===== config.mk =====
export PLATFORM = sky130hd
export DESIGN_NAME = memory_access_stage
export DESIGN_NICKNAME = d
export VERILOG_FILES = /design/src/rtl/memory_access_stage.sv
export SDC_FILE = /design/constraint.sdc
export NUM_CORES = 1
export LEC_CHECK = 0
export ABC_CLOCK_PERIOD_IN_PS = 4800
export CORE_MARGIN = 8
export CORE_UTILIZATION = 35
export CTS_CLUSTER_SIZE = 8
export DETAILED_ROUTE_END_ITERATION = 10
export PLACE_DENSITY = 0.68
export RECOVER_POWER = 50
export SYNTH_ARGS = -nofsm -noshare
export SYNTH_HDL_FRONTEND = slang
export SYNTH_SLANG_ARGS = --single-unit

===== constraint.sdc =====
create_clock -name clk_i -period 4.8 [get_ports clk_i]
set_clock_uncertainty 0.15 [all_clocks]
set_input_delay 0.96 -clock clk_i [delete_from_list [all_inputs] [get_ports clk_i]]
set_output_delay 0.96 -clock clk_i [all_outputs]
set_load 0.02 [all_outputs]

===== src/rtl/memory_access_stage.sv =====
`default_nettype none
// +----------------------------------------------------------------------------+
// | memory_access_stage                                                        |
// |   MEM pipeline stage: passes ALU ops through, issues valid/ready data-     |
// |   memory requests for loads/stores, stalls upstream until they complete.   |
// |   Optional misaligned-access check: define MEM_ALIGN_CHECK_EN.             |
// |   Revision: 1.0                                                            |
// +----------------------------------------------------------------------------+
module memory_access_stage #(
  parameter int WORD       = 32,
  parameter int ADDR_WIDTH = 4,
  parameter int SRC_WIDTH  = 2
) (
  input  logic                  clk_i,
  input  logic                  reset_n_i,
  input  logic                  is_valid_i,
  input  logic                  mem_write_en_i,
  input  logic                  mem_read_en_i,
  input  logic                  reg_file_write_en_i,
  input  logic [SRC_WIDTH-1:0]  reg_file_data_source_i,
  input  logic [ADDR_WIDTH-1:0] reg_dest_addr_i,
  input  logic [WORD-1:0]       alu_result_i,
  input  logic [WORD-1:0]       reg_2_data_i,
  output logic                  stall_o,
  output logic                  dmem_req_valid_o,
  input  logic                  dmem_req_ready_i,
  output logic                  dmem_req_write_o,
  output logic [WORD-1:0]       dmem_addr_o,
  output logic [WORD-1:0]       dmem_wdata_o,
  input  logic                  dmem_rsp_valid_i,
  input  logic [WORD-1:0]       dmem_rdata_i,
  output logic                  is_valid_o,
  output logic                  reg_file_write_en_o,
  output logic [SRC_WIDTH-1:0]  reg_file_data_source_o,
  output logic [ADDR_WIDTH-1:0] reg_dest_addr_o,
  output logic [WORD-1:0]       alu_result_o,
  output logic [WORD-1:0]       mem_data_o,
  output logic                  fault_o
);

  typedef enum logic [1:0] {
    S_IDLE     = 2'd0,
    S_REQ      = 2'd1,
    S_WAIT_RSP = 2'd2
  } state_t;

  state_t                r_state;
  state_t                w_state_next;
  logic                  r_req_valid;
  logic                  r_hold_write;
  logic                  r_hold_rf_we;
  logic [SRC_WIDTH-1:0]  r_hold_src;
  logic [ADDR_WIDTH-1:0] r_hold_dest;
  logic [WORD-1:0]       r_hold_addr;
  logic [WORD-1:0]       r_hold_wdata;
  logic                  r_valid;
  logic                  r_rf_we;
  logic [SRC_WIDTH-1:0]  r_src;
  logic [ADDR_WIDTH-1:0] r_dest;
  logic [WORD-1:0]       r_alu;
  logic [WORD-1:0]       r_mem_data;
  logic                  r_fault;
  logic                  w_memop;
  logic                  w_misaligned;
  logic                  w_issue;
  logic                  w_complete;
  logic                  w_stall;

  assign w_memop = is_valid_i & (mem_read_en_i | mem_write_en_i);

`ifdef MEM_ALIGN_CHECK_EN
  assign w_misaligned = w_memop & (alu_result_i[1:0] != 2'b00);
`else
  assign w_misaligned = 1'b0;
`endif

  always_comb begin
    w_state_next = r_state;
    w_issue      = 1'b0;
    w_complete   = 1'b0;
    w_stall      = 1'b0;
    case (r_state)
      S_IDLE: begin
        if (w_memop && !w_misaligned) begin
          w_issue      = 1'b1;
          w_stall      = 1'b1;
          w_state_next = S_REQ;
        end
      end
      S_REQ: begin
        if (dmem_req_ready_i && r_hold_write) begin
          w_complete   = 1'b1;
          w_state_next = S_IDLE;
        end else if (dmem_req_ready_i) begin
          w_stall      = 1'b1;
          w_state_next = S_WAIT_RSP;
        end else begin
          w_stall      = 1'b1;
        end
      end
      S_WAIT_RSP: begin
        if (dmem_rsp_valid_i) begin
          w_complete   = 1'b1;
          w_state_next = S_IDLE;
        end else begin
          w_stall      = 1'b1;
        end
      end
      default: w_state_next = S_IDLE;
    endcase
  end

  always_ff @(posedge clk_i or negedge reset_n_i) begin
    if (!reset_n_i) begin
      r_state      <= S_IDLE;
      r_req_valid  <= 1'b0;
      r_hold_write <= 1'b0;
      r_hold_rf_we <= 1'b0;
      r_hold_src   <= '0;
      r_hold_dest  <= '0;
      r_hold_addr  <= '0;
      r_hold_wdata <= '0;
    end else begin
      r_state     <= w_state_next;
      r_req_valid <= (w_state_next == S_REQ);
      // Read+write together is treated as a store
      if (w_issue) begin
        r_hold_write <= mem_write_en_i;
        r_hold_rf_we <= reg_file_write_en_i;
        r_hold_src   <= reg_file_data_source_i;
        r_hold_dest  <= reg_dest_addr_i;
        r_hold_addr  <= alu_result_i;
        r_hold_wdata <= reg_2_data_i;
      end
    end
  end

  always_ff @(posedge clk_i or negedge reset_n_i) begin
    if (!reset_n_i) begin
      r_valid    <= 1'b0;
      r_rf_we    <= 1'b0;
      r_src      <= '0;
      r_dest     <= '0;
      r_alu      <= '0;
      r_mem_data <= '0;
      r_fault    <= 1'b0;
    end else begin
      r_valid <= 1'b0;
      r_fault <= 1'b0;
      if (r_state == S_IDLE && !w_issue) begin
        r_valid <= is_valid_i;
        r_rf_we <= reg_file_write_en_i & ~w_misaligned;
        r_src   <= reg_file_data_source_i;
        r_dest  <= reg_dest_addr_i;
        r_alu   <= alu_result_i;
        r_fault <= w_misaligned;
      end else if (w_complete) begin
        r_valid <= 1'b1;
        r_rf_we <= r_hold_rf_we;
        r_src   <= r_hold_src;
        r_dest  <= r_hold_dest;
        r_alu   <= r_hold_addr;
        if (r_state == S_WAIT_RSP) begin
          r_mem_data <= dmem_rdata_i;
        end
      end
    end
  end

  // Stall is combinational, so it is masked while reset is asserted
  assign stall_o                = w_stall & reset_n_i;
  assign dmem_req_valid_o       = r_req_valid;
  assign dmem_req_write_o       = r_hold_write;
  assign dmem_addr_o            = r_hold_addr;
  assign dmem_wdata_o           = r_hold_wdata;
  assign is_valid_o             = r_valid;
  assign reg_file_write_en_o    = r_rf_we;
  assign reg_file_data_source_o = r_src;
  assign reg_dest_addr_o        = r_dest;
  assign alu_result_o           = r_alu;
  assign mem_data_o             = r_mem_data;
  assign fault_o                = r_fault;

endmodule
`default_nettype wire

==> results of run 1 <==
==> stage by stage <==
| stage | instances | utilization [%] |
|---|---|---|
| after global routing | 945 | 54.0 |
| after global placement | 914 | 50.8 |
| after floorplan | 464 | - |
| final | 945 | 54.0 |
| after detailed placement | 914 | 50.8 |
| after CTS | 945 | 54.1 |
==> logic make-up (layout without fill, tap and decap cells) <==
logic type | count (synthesis) | count (layout) | share of synthesized area [%]
muxes | 105 | 105 | 21.6
AOI/OAI and AO/OA | 47 | 47 | 5.02
buffers and inverters | 31 | 287 | 2.79
adders and majority gates | 4 | 4 | 0.833
DFF | 147 | 147 | 61.2
other | 1 | 1 | 0.0624
and+or+nand+nor | 129 | 129 | 8.52
==> critical path, cell delays in order <==
cell	delay, ns
dlygate4sd3_1	0.57
o211ai_1	0.13
a21oi_1	0.15
clkdlybuf4s50_1	0.62
==> final cells by class <==
type,count,area [µm²],area share [%]
sequential,147,3680,39.9
timing repair buffer,254,2520,27.3
multi-input combinational,286,2170,23.5
clock buffer,23,488,5.30
tap,225,282,3.05
clock inverter,8,77.6,0.842
inverter,2,7.51,0.0815
==> synthesized netlist by cell type <==
| cell type | number | area [µm²] |
|---|---|---|
| mux2_2 | 75 | 845 |
| a221oi_1 | 1 | 8.76 |
| buf_6 | 3 | 33.8 |
| and2_1 | 2 | 12.5 |
| nand2b_1 | 1 | 6.26 |
| ha_1 | 4 | 50.1 |
| mux2_4 | 30 | 450 |
| a31oi_1 | 39 | 244 |
| o211ai_1 | 1 | 7.51 |
| a32o_1 | 1 | 10.0 |
| o22a_1 | 1 | 8.76 |
| inv_1 | 2 | 7.51 |
| a21oi_1 | 2 | 10.0 |
| dfrtp_1 | 147 | 3680 |
| nand2_1 | 82 | 308 |
| buf_4 | 2 | 15.0 |
| nor2b_1 | 2 | 12.5 |
| conb_1 | 1 | 3.75 |
| a211oi_1 | 1 | 7.51 |
| nor3_1 | 1 | 5.00 |
| buf_2 | 17 | 85.1 |
| nand3_4 | 1 | 17.5 |
| o21ai_0 | 1 | 5.00 |
| nor2_1 | 40 | 150 |
| clkbuf_1 | 7 | 26.3 |
==> report_power, final <==
part	switching (µW)	internal [µW]	total, µW
Combinational	1520	1380	2890
Clock	503	764	1270
Sequential	332	1840	2170
Total	2350	3980	6330
==> worst paths after layout <==
check | endpoint | depth (start not counted) | startpoint | slack, ns
max | stall_o | 4 | mem_write_en_i | 1.25
min | mem_data_o[31] | 1 | mem_data_o[31] | 0.35
max reg2reg | is_valid_o | 5 | r_state[0] | 2.09
min reg2reg | mem_data_o[31] | 1 | mem_data_o[31] | 0.35
max in group asynchronous | r_hold_dest[3] | 3 | reset_n_i | 1.57
min in group asynchronous | dmem_addr_o[12] | 2 | reset_n_i | 1.08
==> registers in the layout, summed over array words and instances (netlist names) <==
register and cells:
r_hold_src 2, r_state 2, reg_file_data_source_o 2, reg_file_write_en_o 1
dmem_wdata_o 32, alu_result_o 32, r_hold_rf_we 1, mem_data_o 32
reg_dest_addr_o 4, dmem_req_valid_o 1, r_hold_dest 4, dmem_req_write_o 1
is_valid_o 1, dmem_addr_o 32
==> routing by layer <==
layer / vias to the layer above / track usage [%]
li1: 2088 / -
met1: 2232 / 19.4
met2: 186 / 26.3
met3: 22 / 7.57
met4: 0 / 5.46
met5: - / 0
==> flow_metrics.tcl, run 1 <==
set metrics [dict create \
    drt_wl_total_um 17600 \
    relSlewSlack_pct -25.3 \
    cts_resized 0 \
    grt_max_degree 80 \
    violations "capacitance limit, slew limit" \
    ys_warn_count 0 \
    power.total_uw 6330 \
    rows 48 \
    grt_usage_pct 16.5 \
    routed-wl-met2_um 8200 \
    drive_above_1_share_pct 19.9 \
    cts_tree "built" \
    path_class "input pin to primary output" \
    cts_buffers 17 \
    wirelength_met1_um 7390 \
    yosysSeqAreaShare_pct 61.2 \
    num_vias 4528 \
    peakVddDrop_mv 0.346 \
    ys_ff_latch 147 \
    max_freq_mhz 282 \
    htree_levels 4 \
    antenna_found_initial 0 \
    fin_hold_ws_ns 0.348 \
    final_max_slew_viol_count 155 \
    cp-start-kind "input pin" \
    gp_congestion 0.796 \
    dpl_cell_area_um2 8660 \
    rsz0062_at_grt "no" \
    yosysUniqueCellTypes 25 \
    cp_max_fo 3 \
    num-nets-final 822 \
    clockBufferDepth 2 \
    arrival_ns 2.44 \
    layout_commonest_cell "dfrtp_1" \
    coreArea_um2 17100 \
    fillers 1422 \
    tightest_slew_ns 1.88 \
    die_h_um 147 \
    syn_area_um2 6010 \
    cts_setup_buffers 0 \
    start_util_pct 35.2 \
    setup_tns_ns 0 \
    postCtsHoldBufs 0 \
    drcViolationCount 0 \
    max-cap-violations 2 \
    die_w_um 147 \
    syn_avg_cell_area_um2 12.9 \
    status "finished with violations" \
    grt_pass1_vias 4944 \
    n_antenna_cell 0 \
    final_cell_mix "dfrtp_1, dlygate4sd3_1, clkdlybuf4s50_1" \
    drtIter0Drc 126 \
    syn_nets 578 \
    clk_pin_slew_worst_paths_ns 0.06 \
    insertion_delay_ns 0.42 \
    dp_hpwl_um 12500 \
    portBuffers 248 \
    grt_pass1_wl_um 28100 \
    place_ws_ns 1.29 \
    syn_to_final_growth_pct 53.4 \
    dr.pass1.iters 5 \
    design_area_um2 9220 \
    hold_violations 0 \
    highest_layer "met4" \
    setup_viol 0 \
    fin_crit_sh_pct 74.0 \
    cellLeakagePower_uw 0.00415 \
    netlist_instances 464 \
    finalWorstSetupSlack_ns 1.25 \
    end_kind "primary output" \
    dr_wl_met3_um 1790 \
    power-per-cell-area_nw_per_um2 687 \
    via_per_inst 4.79 \
    worstPathRequired_ns 3.69 \
    die-area_um2 21600 \
    grt.overflow.total 0 \
    hold_class "flop to flop" \
    wl_per_cell_um 18.7 \
    clockRootBuffer "clkbuf_16" \
    fin_crit_ns 3.55 \
    ant_nets 0 \
    ios 250 \
    clkSinkCount 147 \
]
No activity file was read; power rests on OpenSTA's default activity.
==> run 2: changes to the inputs <==
- ABC_CLOCK_PERIOD_IN_PS: 4800 -> 2860
- PLACE_DENSITY: 0.68 -> 0.7
- clock period: 4.8 -> 2.86 ns (I/O delays scaled with it)
==> run 2 against run 1 <==
The flow still finishes with violations (capacitance limit, slew limit). Highest routed layer unchanged. Clock power grew 71%. Critical path type is now flop to primary output. Largest cell class unchanged. Critical endpoint unchanged. Largest power group unchanged. Total power is 72% higher. Die area stayed put. First-iteration DRC count grew 17%. Worst setup slack worse by 1.1 ns.
==> flow_metrics.tcl, run 2 (synthesis results as in run 1) <==
set metrics [dict create \
    status "finished with violations" \
    violations "capacitance limit, slew limit" \
    setup_viol 0 \
    crit_path_frequent_cell "a21oi_1" \
    power-per-cell-area_nw_per_um2 1170 \
    antenna_found_initial 0 \
    grt_pass1_vias 4968 \
    layout_commonest_cell "clkdlybuf4s50_1" \
    portBuffers 248 \
    start_util_pct 35.2 \
    clkSinkCount 147 \
    drtIter0Drc 147 \
    grt_pass1_wl_um 28000 \
    grt_usage_pct 16.3 \
    fin_crit_ns 2.67 \
    die_w_um 147 \
    htree_levels 4 \
    clockRootBuffer "clkbuf_16" \
    dr.pass1.iters 6 \
    wl_per_cell_um 18.7 \
    reg2regPathDepth 5 \
    grt.overflow.total 0 \
    drt_wl_total_um 17700 \
    clockBufferDepth 2 \
    ant_nets 0 \
    postCtsHoldBufs 0 \
    arrival_ns 1.95 \
    cp_slowest_cell "dfrtp_1" \
    insertion_delay_ns 0.40 \
    max_freq_mhz 375 \
    rsz0062_at_grt "no" \
    clk_pin_slew_worst_paths_ns 0.06 \
    cp-start-kind "flop" \
    cpPeakStageDelay_ns 0.41 \
    peakVddDrop_mv 0.695 \
    critical_path.cell_chain "inv_1 -> ha_2 -> nor2b_1 -> a21oi_1 -> a21oi_1 -> dlygate4sd2_1" \
    cp-startpoint "r_state[0]" \
    cp_max_fo 3 \
    hold_violations 0 \
    die_h_um 147 \
    reg2reg_slack_ns 0.42 \
    endpoint "stall_o" \
    drive_above_1_share_pct 20.2 \
    worstPathRequired_ns 2.14 \
    num_vias 4502 \
    drcViolationCount 0 \
    path_depth 6 \
    crit_buf_inv 2 \
    gp_congestion 0.812 \
    ios 250 \
    end_kind "primary output" \
    n_antenna_cell 0 \
    syn_to_final_growth_pct 54.4 \
    relSlewSlack_pct -34.1 \
    final_cell_mix "clkdlybuf4s50_1, dfrtp_1, nand2_1" \
    hold_class "flop to flop" \
    dp_hpwl_um 12600 \
    max-cap-violations 1 \
    setup_tns_ns 0 \
    fillers 1459 \
    cts_tree "built" \
    multi_input_area_um2 2170 \
    path_delay_family "buffers and inverters" \
    via_per_inst 4.77 \
    grt_max_degree 148 \
    seqCellArea_um2 3680 \
    cts_buffers 17 \
    fin_crit_sh_pct 93.3 \
    final_max_slew_viol_count 148 \
    rows 48 \
    path_class "flop to primary output" \
    num-nets-final 824 \
    reg2reg_from "r_state[0]" \
    fin_util_pct 54.4 \
    tightest_slew_ns 2.01 \
    die-area_um2 21600 \
    r2r_end "dmem_addr_o[3]" \
    coreArea_um2 17100 \
    cellLeakagePower_uw 0.00415 \
]
==> run 2: changes by cell type in the layout (fill, tap and decap cells not counted), moves of 2 or more <==
cell and change:
clkbuf_1 -2, buf_12 +3, clkdlybuf4s50_1 +68, inv_6 +2, dlygate4sd3_1 -69
==> run 2: worst min path at each step <==
stage,start,to,cells after the start
6_report,dmem_wdata_o[16],dmem_wdata_o[16],1
5_1_grt,dmem_wdata_o[16],dmem_wdata_o[16],1
4_1_cts,reset_n_i,is_valid_o,2
3_5_place_dp,dmem_wdata_o[21],dmem_wdata_o[21],1
3_3_place_gp,r_hold_dest[1],r_hold_dest[1],1
2_1_floorplan,reset_n_i,alu_result_o[0],0
==> run 2: area by class of cell <==
class / count / area share [%]
Sequential cell: 147 / 39.7
Timing Repair Buffer: 256 / 27.7
Multi-Input combinational cell: 286 / 23.4
Clock buffer: 20 / 5.03
Tap cell: 225 / 3.03
Clock inverter: 8 / 1.12
Inverter: 2 / 0.0809
==> run 2: report_power, final <==
group	total, µW	switching, µW	internal (µW)	leakage [µW]
Sequential	3680	589	3090	0.00177
Combinational	5030	2530	2490	0.00210
Clock	2170	828	1340	0.000280
Total	10900	3950	6920	0.00415
==> run 2: metal layers <==
metal	GRT usage (%)	vias to the layer above	part of all wire (%)
met1	19.2	2254	41
met5	0	-	0
met3	5.81	9	6.5
met2	28.1	149	52
met4	3.67	0	0.79
li1	-	2090	-
==> run 2: through the flow <==
step	total power, µW	instance area [µm²]	cells	setup WS [ns]	hold slack, ns
floorplan	6290	6010	464	0.665	0.126
global placement	8820	8730	916	0.159	0.337
detailed placement	8990	8730	916	0.138	0.342
CTS	11200	9300	944	0.101	0.224
global route	11500	9280	944	0.0290	0.357
finish	10900	9280	944	0.191	0.347
==> run 2: what timing repair did <==
item,in CTS,in global routing
setup buffers,0,0
endpoints found under the setup margin,1,1
resized for setup,1,1
==> run 3: changes to the inputs <==
- ABC_CLOCK_PERIOD_IN_PS: 2860 -> unset
==> results of run 3 <==
Same layout as run 2: the final DEF is identical, and so are final timing and power.
